`config.mk`:
```
export PLATFORM = sky130hd
export DESIGN_NAME = seq_mult8_ctrl_flat
export DESIGN_NICKNAME = d
export VERILOG_FILES = /design/src/rtl/seq_mult8_ctrl_if.sv /design/src/rtl/seq_mult8_ctrl.sv /design/src/flat_wrapper.sv
export SDC_FILE = /design/constraint.sdc
export NUM_CORES = 1
export LEC_CHECK = 0
export BUFFER_PORTS_ARGS = -buffer_cell sky130_fd_sc_hd__buf_2
export CAP_MARGIN = 20
export CELL_PAD_IN_SITES_DETAIL_PLACEMENT = 1
export CELL_PAD_IN_SITES_GLOBAL_PLACEMENT = 1
export CORE_AREA = 2 2 75 77
export DETAILED_ROUTE_END_ITERATION = 7
export DIE_AREA = 0 0 77 79
export PLACE_DENSITY_LB_ADDON = 0.3
export SLEW_MARGIN = 20
export SYNTH_ARGS = -nofsm -noshare
export SYNTH_HDL_FRONTEND = slang
export SYNTH_SLANG_ARGS = --single-unit
```
`constraint.sdc`:
```
create_clock -name clk -period 1.47 [get_ports clk]
set_input_delay 0.147 -clock clk [delete_from_list [all_inputs] [get_ports clk]]
set_output_delay 0.147 -clock clk [all_outputs]
set_load 0.02 [all_outputs]
```
`src/rtl/seq_mult8_ctrl_if.sv`:
```
// rtl/seq_mult8_ctrl_if.sv - start/done request bus of the sequential multiplier
interface seq_mult8_ctrl_if #(
   parameter int WIDTH = 8
);
   logic               start;
   logic [WIDTH-1:0]   a;
   logic [WIDTH-1:0]   b;
   logic               busy;
   logic               done;
   logic [2*WIDTH-1:0] product;

   modport master (
      output start,
      output a,
      output b,
      input  busy,
      input  done,
      input  product
   );

   modport slave (
      input  start,
      input  a,
      input  b,
      output busy,
      output done,
      output product
   );
endinterface

```
`src/rtl/seq_mult8_ctrl.sv`:
```
// rtl/seq_mult8_ctrl.sv - shift-and-add 8x8 multiplier sequencer around an external adder
module seq_mult8_ctrl #(
   parameter int WIDTH = 8
) (
   input  logic             clk,
   input  logic             rst_n,
   seq_mult8_ctrl_if.slave  bus,
   output logic [WIDTH-1:0] add_x,
   output logic [WIDTH-1:0] add_y,
   output logic             add_c0,
   input  logic [WIDTH-1:0] add_s,
   input  logic             add_c8
);

   typedef enum logic [1:0] {
      IDLE = 2'd0,
      CALC = 2'd1,
      DONE = 2'd2
   } state_t;

   localparam logic [3:0] LAST = 4'(WIDTH - 1);

   state_t             state;
   state_t             state_nxt;
   logic [WIDTH-1:0]   acc;
   logic [WIDTH-1:0]   mq;
   logic [WIDTH-1:0]   mcand;
   logic [3:0]         count;
   logic [2*WIDTH-1:0] product;
   logic               busy;
   logic               done;

   // The adder always sees the accumulator; the multiplicand is only
   // presented while iterating and the current multiplier bit is set.
   assign add_x  = acc;
   assign add_y  = (state == CALC && mq[0]) ? mcand : '0;
   assign add_c0 = 1'b0;

   assign bus.busy    = busy;
   assign bus.done    = done;
   assign bus.product = product;

   // State register.
   always_ff @(posedge clk or negedge rst_n) begin
      if (!rst_n) begin
         state <= IDLE;
      end else begin
         state <= state_nxt;
      end
   end

   // Next-state and handshake outputs; start is only honoured in IDLE.
   always_comb begin
      state_nxt = state;
      busy      = 1'b0;
      done      = 1'b0;
      case (state)
         IDLE: begin
            if (bus.start) begin
               state_nxt = CALC;
            end
         end
         CALC: begin
            busy = 1'b1;
            if (count == LAST) begin
               state_nxt = DONE;
            end
         end
         DONE: begin
            done      = 1'b1;
            state_nxt = IDLE;
         end
         default: begin
            state_nxt = IDLE;
         end
      endcase
   end

   // Datapath: operand capture, one shift-add step per CALC cycle, result latch.
   always_ff @(posedge clk or negedge rst_n) begin
      if (!rst_n) begin
         acc     <= '0;
         mq      <= '0;
         mcand   <= '0;
         count   <= '0;
         product <= '0;
      end else begin
         case (state)
            IDLE: begin
               if (bus.start) begin
                  mcand <= bus.a;
                  mq    <= bus.b;
                  acc   <= '0;
                  count <= '0;
               end
            end
            CALC: begin
               // {carry, sum, mq} shifted right by one: carry lands in the
               // accumulator MSB and the sum LSB moves into the multiplier.
               acc   <= {add_c8, add_s[WIDTH-1:1]};
               mq    <= {add_s[0], mq[WIDTH-1:1]};
               count <= count + 4'd1;
            end
            DONE: begin
               product <= {acc, mq};
            end
            default: begin
            end
         endcase
      end
   end

endmodule

```
`src/flat_wrapper.sv`:
```
// flat-port wrapper written by rule: the top's interface ports become plain ports
module seq_mult8_ctrl_flat 
#(
   parameter int WIDTH = 8
)
  (clk, rst_n, add_x, add_y, add_c0, add_s, add_c8, bus_start, bus_a, bus_b, bus_busy, bus_done, bus_product);
  seq_mult8_ctrl_if #(.WIDTH(WIDTH)) bus_i ();
  input  logic clk;
  input  logic rst_n;
  output logic [WIDTH-1:0] add_x;
  output logic [WIDTH-1:0] add_y;
  output logic add_c0;
  input  logic [WIDTH-1:0] add_s;
  input  logic add_c8;
  input wire logic [$bits(bus_i.start)-1:0] bus_start;
  input wire logic [$bits(bus_i.a)-1:0] bus_a;
  input wire logic [$bits(bus_i.b)-1:0] bus_b;
  output wire logic [$bits(bus_i.busy)-1:0] bus_busy;
  output wire logic [$bits(bus_i.done)-1:0] bus_done;
  output wire logic [$bits(bus_i.product)-1:0] bus_product;
  assign bus_i.start = bus_start;
  assign bus_i.a = bus_a;
  assign bus_i.b = bus_b;
  assign bus_busy = bus_i.busy;
  assign bus_done = bus_i.done;
  assign bus_product = bus_i.product;
  seq_mult8_ctrl #(.WIDTH(WIDTH)) u_core (.clk(clk), .rst_n(rst_n), .bus(bus_i), .add_x(add_x), .add_y(add_y), .add_c0(add_c0), .add_s(add_s), .add_c8(add_c8));
endmodule
```
==> flow_metrics.env <==
export IMPL_status="complete, but fails checks"
export IMPL_violations="setup timing"
export IMPL_antenna_found_initial=0
export IMPL_die_area_mm2=0.00608
export IMPL_synthTopCellsByArea="dfrtp_1 58%, mux2_2 8.5%, mux2_4 6.8%, a22o_1 4.4%, a22oi_1 3.0%"
export IMPL_die_height_um=79
export IMPL_slowest_delay_ps=440
export IMPL_stdcell_count=302
export IMPL_start_kind="flop"
export IMPL_tightestPinTransition_ps=501
export IMPL_slew_violations=0
export IMPL_synth_top_cell_area_share=0.578
export IMPL_cts_buffers=5
export IMPL_setup_viol_count_final=10
export IMPL_dp_cells=283
export IMPL_top_level_ports=63
export IMPL_slew_headroom=0.666
export IMPL_cp_max_fo=5
export IMPL_drt_total_wl_um=4940
export IMPL_routabilityCongestion=0.748
export IMPL_design_core_area_mm2=0.00534
export IMPL_dr_pass1_iters=4
export IMPL_holdWs_ps=69.4
export IMPL_period_minus_slack_ps=1490
export IMPL_cts_root_buf="clkbuf_8"
export IMPL_fin_skew_ps=7.33
export IMPL_final_cell_mix="52 x buf_2, 44 x dfrtp_1, 15 x mux2_2, 15 x buf_4, 11 x buf_6"
export IMPL_syn_inst=152
export IMPL_crit_slowest_cell="dfrtp_2"
export IMPL_antenna_cells=0
export IMPL_grt_setup_unrepaired="true"
export IMPL_vias=1486
export IMPL_start_util=0.373
export IMPL_drtIter0Drc=65
export IMPL_yosysWarningCount=0
export IMPL_clock_sinks=46
export IMPL_power_mw=6.02
export IMPL_area_growth_pct=37.0
export IMPL_hp_class="in -> reg"
export IMPL_worst_slack_ps=-21.0
export IMPL_leakage_nw=1.32
export IMPL_fmax_ghz=0.671
export IMPL_vias_per_cell=4.92
export IMPL_synth_nets=181
export IMPL_setup_tns_ps=-139
export IMPL_path_cells="buf_4, nor3b_4, buf_6, mux2_2"
export IMPL_maxCapViolCount=0
export IMPL_cts_tree="built"
export IMPL_ys_ff_latch=46
export IMPL_cts_buffer_depth=2
export IMPL_critical_path_class="reg -> reg"
export IMPL_nNetsFinal=258
export IMPL_htree_levels=2
export IMPL_worst_ir_drop_vdd_mv=0.834
export IMPL_final_antenna_net_count=0
export IMPL_gr_total_overflow=0
export IMPL_synth_seq_area_share=0.578
export IMPL_grt_usage=0.159
export IMPL_worst_skew_pair_late_latency_ps=300
export IMPL_grt_max_degree=32
export IMPL_synth_area_mm2=0.00199
export IMPL_fp_row_count=27
export IMPL_finalCritPeriodShare=1.01
export IMPL_path_buf_inv=2
export IMPL_die_x_um=77
export IMPL_grt_pass1_vias=1500
export IMPL_dp_hpwl_um=3290
export IMPL_powerDensity_mw_per_mm2=2210
export IMPL_cp_end_kind="flop"
export IMPL_final_common_cell="buf_2"
export IMPL_final_area_mm2=0.00273
export IMPL_cp_top_family="flip-flops"
export IMPL_layout_drive_gt1_share=0.548
export IMPL_placed_area_mm2=0.00240
export IMPL_port_buffers=61
export IMPL_path_clk_slew_ps=90
export IMPL_synth_distinct_cells=26
export IMPL_arrival_ps=1680
export IMPL_worst_ep_required_time_ps=1660
export IMPL_synth_top_area_cell="dfrtp_1"
export IMPL_synth_avg_cell_area_um2=13.1
export IMPL_fin_util=0.511
export IMPL_drc=0
export IMPL_grt_first_pass_wirelength_um=7510
export IMPL_routedWlPerCell_um=16.4
export IMPL_preCtsSetupSlack_ps=-15.0
export IMPL_finalHoldViolations=0
==> worst paths after layout <==
| check | end | slack, ps | start | depth (start not counted) |
|---|---|---|---|---|
| max | u_core.mcand[3] | -20 | u_core.state[1] | 4 |
| min | u_core.mcand[0] | 70 | bus_a[0] | 2 |
| max reg2reg | u_core.mcand[3] | -20 | u_core.state[1] | 4 |
| min reg2reg | u_core.state[1] | 500 | u_core.count[3] | 1 |
| max in group asynchronous | u_core.state[0] | 670 | rst_n | 3 |
| min in group asynchronous | u_core.bus.product[4] | 290 | rst_n | 2 |
==> logic make-up (layout without fill, tap and decap cells) <==
group	Yosys count	in the layout	synth area share
flops	46	46	0.578
compound gates	37	37	0.123
simple gates	27	27	0.0849
mux	26	26	0.163
buf+inv	14	92	0.0427
fa+ha+maj	1	1	0.00628
other cells	1	1	0.00188
==> state kept, by name (all words and copies together) (netlist names) <==
signal / flops
u_core.bus.product: 16
u_core.add_x: 8
u_core.mcand: 8
u_core.mq: 8
u_core.count: 4
u_core.state: 2
==> synth_stat cells <==
| library cell | number |
|---|---|
| conb_1 | 1 |
| o21bai_1 | 1 |
| nand4_1 | 1 |
| and3_1 | 8 |
| dfrtp_1 | 46 |
| nand2_1 | 2 |
| nand2b_1 | 5 |
| buf_2 | 4 |
| mux2_4 | 9 |
| nor3_1 | 1 |
| a22oi_1 | 8 |
| mux2_2 | 15 |
| buf_4 | 3 |
| nor2b_1 | 9 |
| inv_1 | 1 |
| buf_1 | 1 |
| inv_2 | 1 |
| clkbuf_2 | 1 |
| nor3b_2 | 1 |
| mux2i_1 | 2 |
| a21oi_1 | 8 |
| o21ai_0 | 10 |
| clkbuf_1 | 1 |
| buf_6 | 2 |
| ha_1 | 1 |
| a22o_1 | 10 |
==> timing repair <==
action	4_1_cts	5_1_grt
setup endpoints to repair	13	30
pin swaps	0	6
hold buffers	1	0
setup buffers	5	4
hold endpoints to repair	15	0
cloned	1	1
gates resized for setup	13	28
==> layout make-up <==
type,count,area [µm²]
Clock buffer,6,72.6
Inverter,2,12.5
Fill cell,604,2610
Multi-Input combinational cell,92,812
Timing Repair Buffer,81,542
Tap cell,72,90.1
Clock inverter,2,37.5
Timing Repair inverter,1,7.51
Sequential cell,46,1150
==> metal layers <==
metal,global-route usage,share of wire
met1,0.212,0.44
met2,0.256,0.50
met3,0.0432,0.050
met4,0.0446,0.0091
met5,0,0
==> report_power, final <==
part | switching [mW] | total, mW | internal (mW)
Sequential | 0.476 | 2.34 | 1.87
Clock | 0.431 | 0.938 | 0.507
Combinational | 1.34 | 2.74 | 1.40
Total | 2.25 | 6.02 | 3.77
Power figures use the tool's default switching activity.
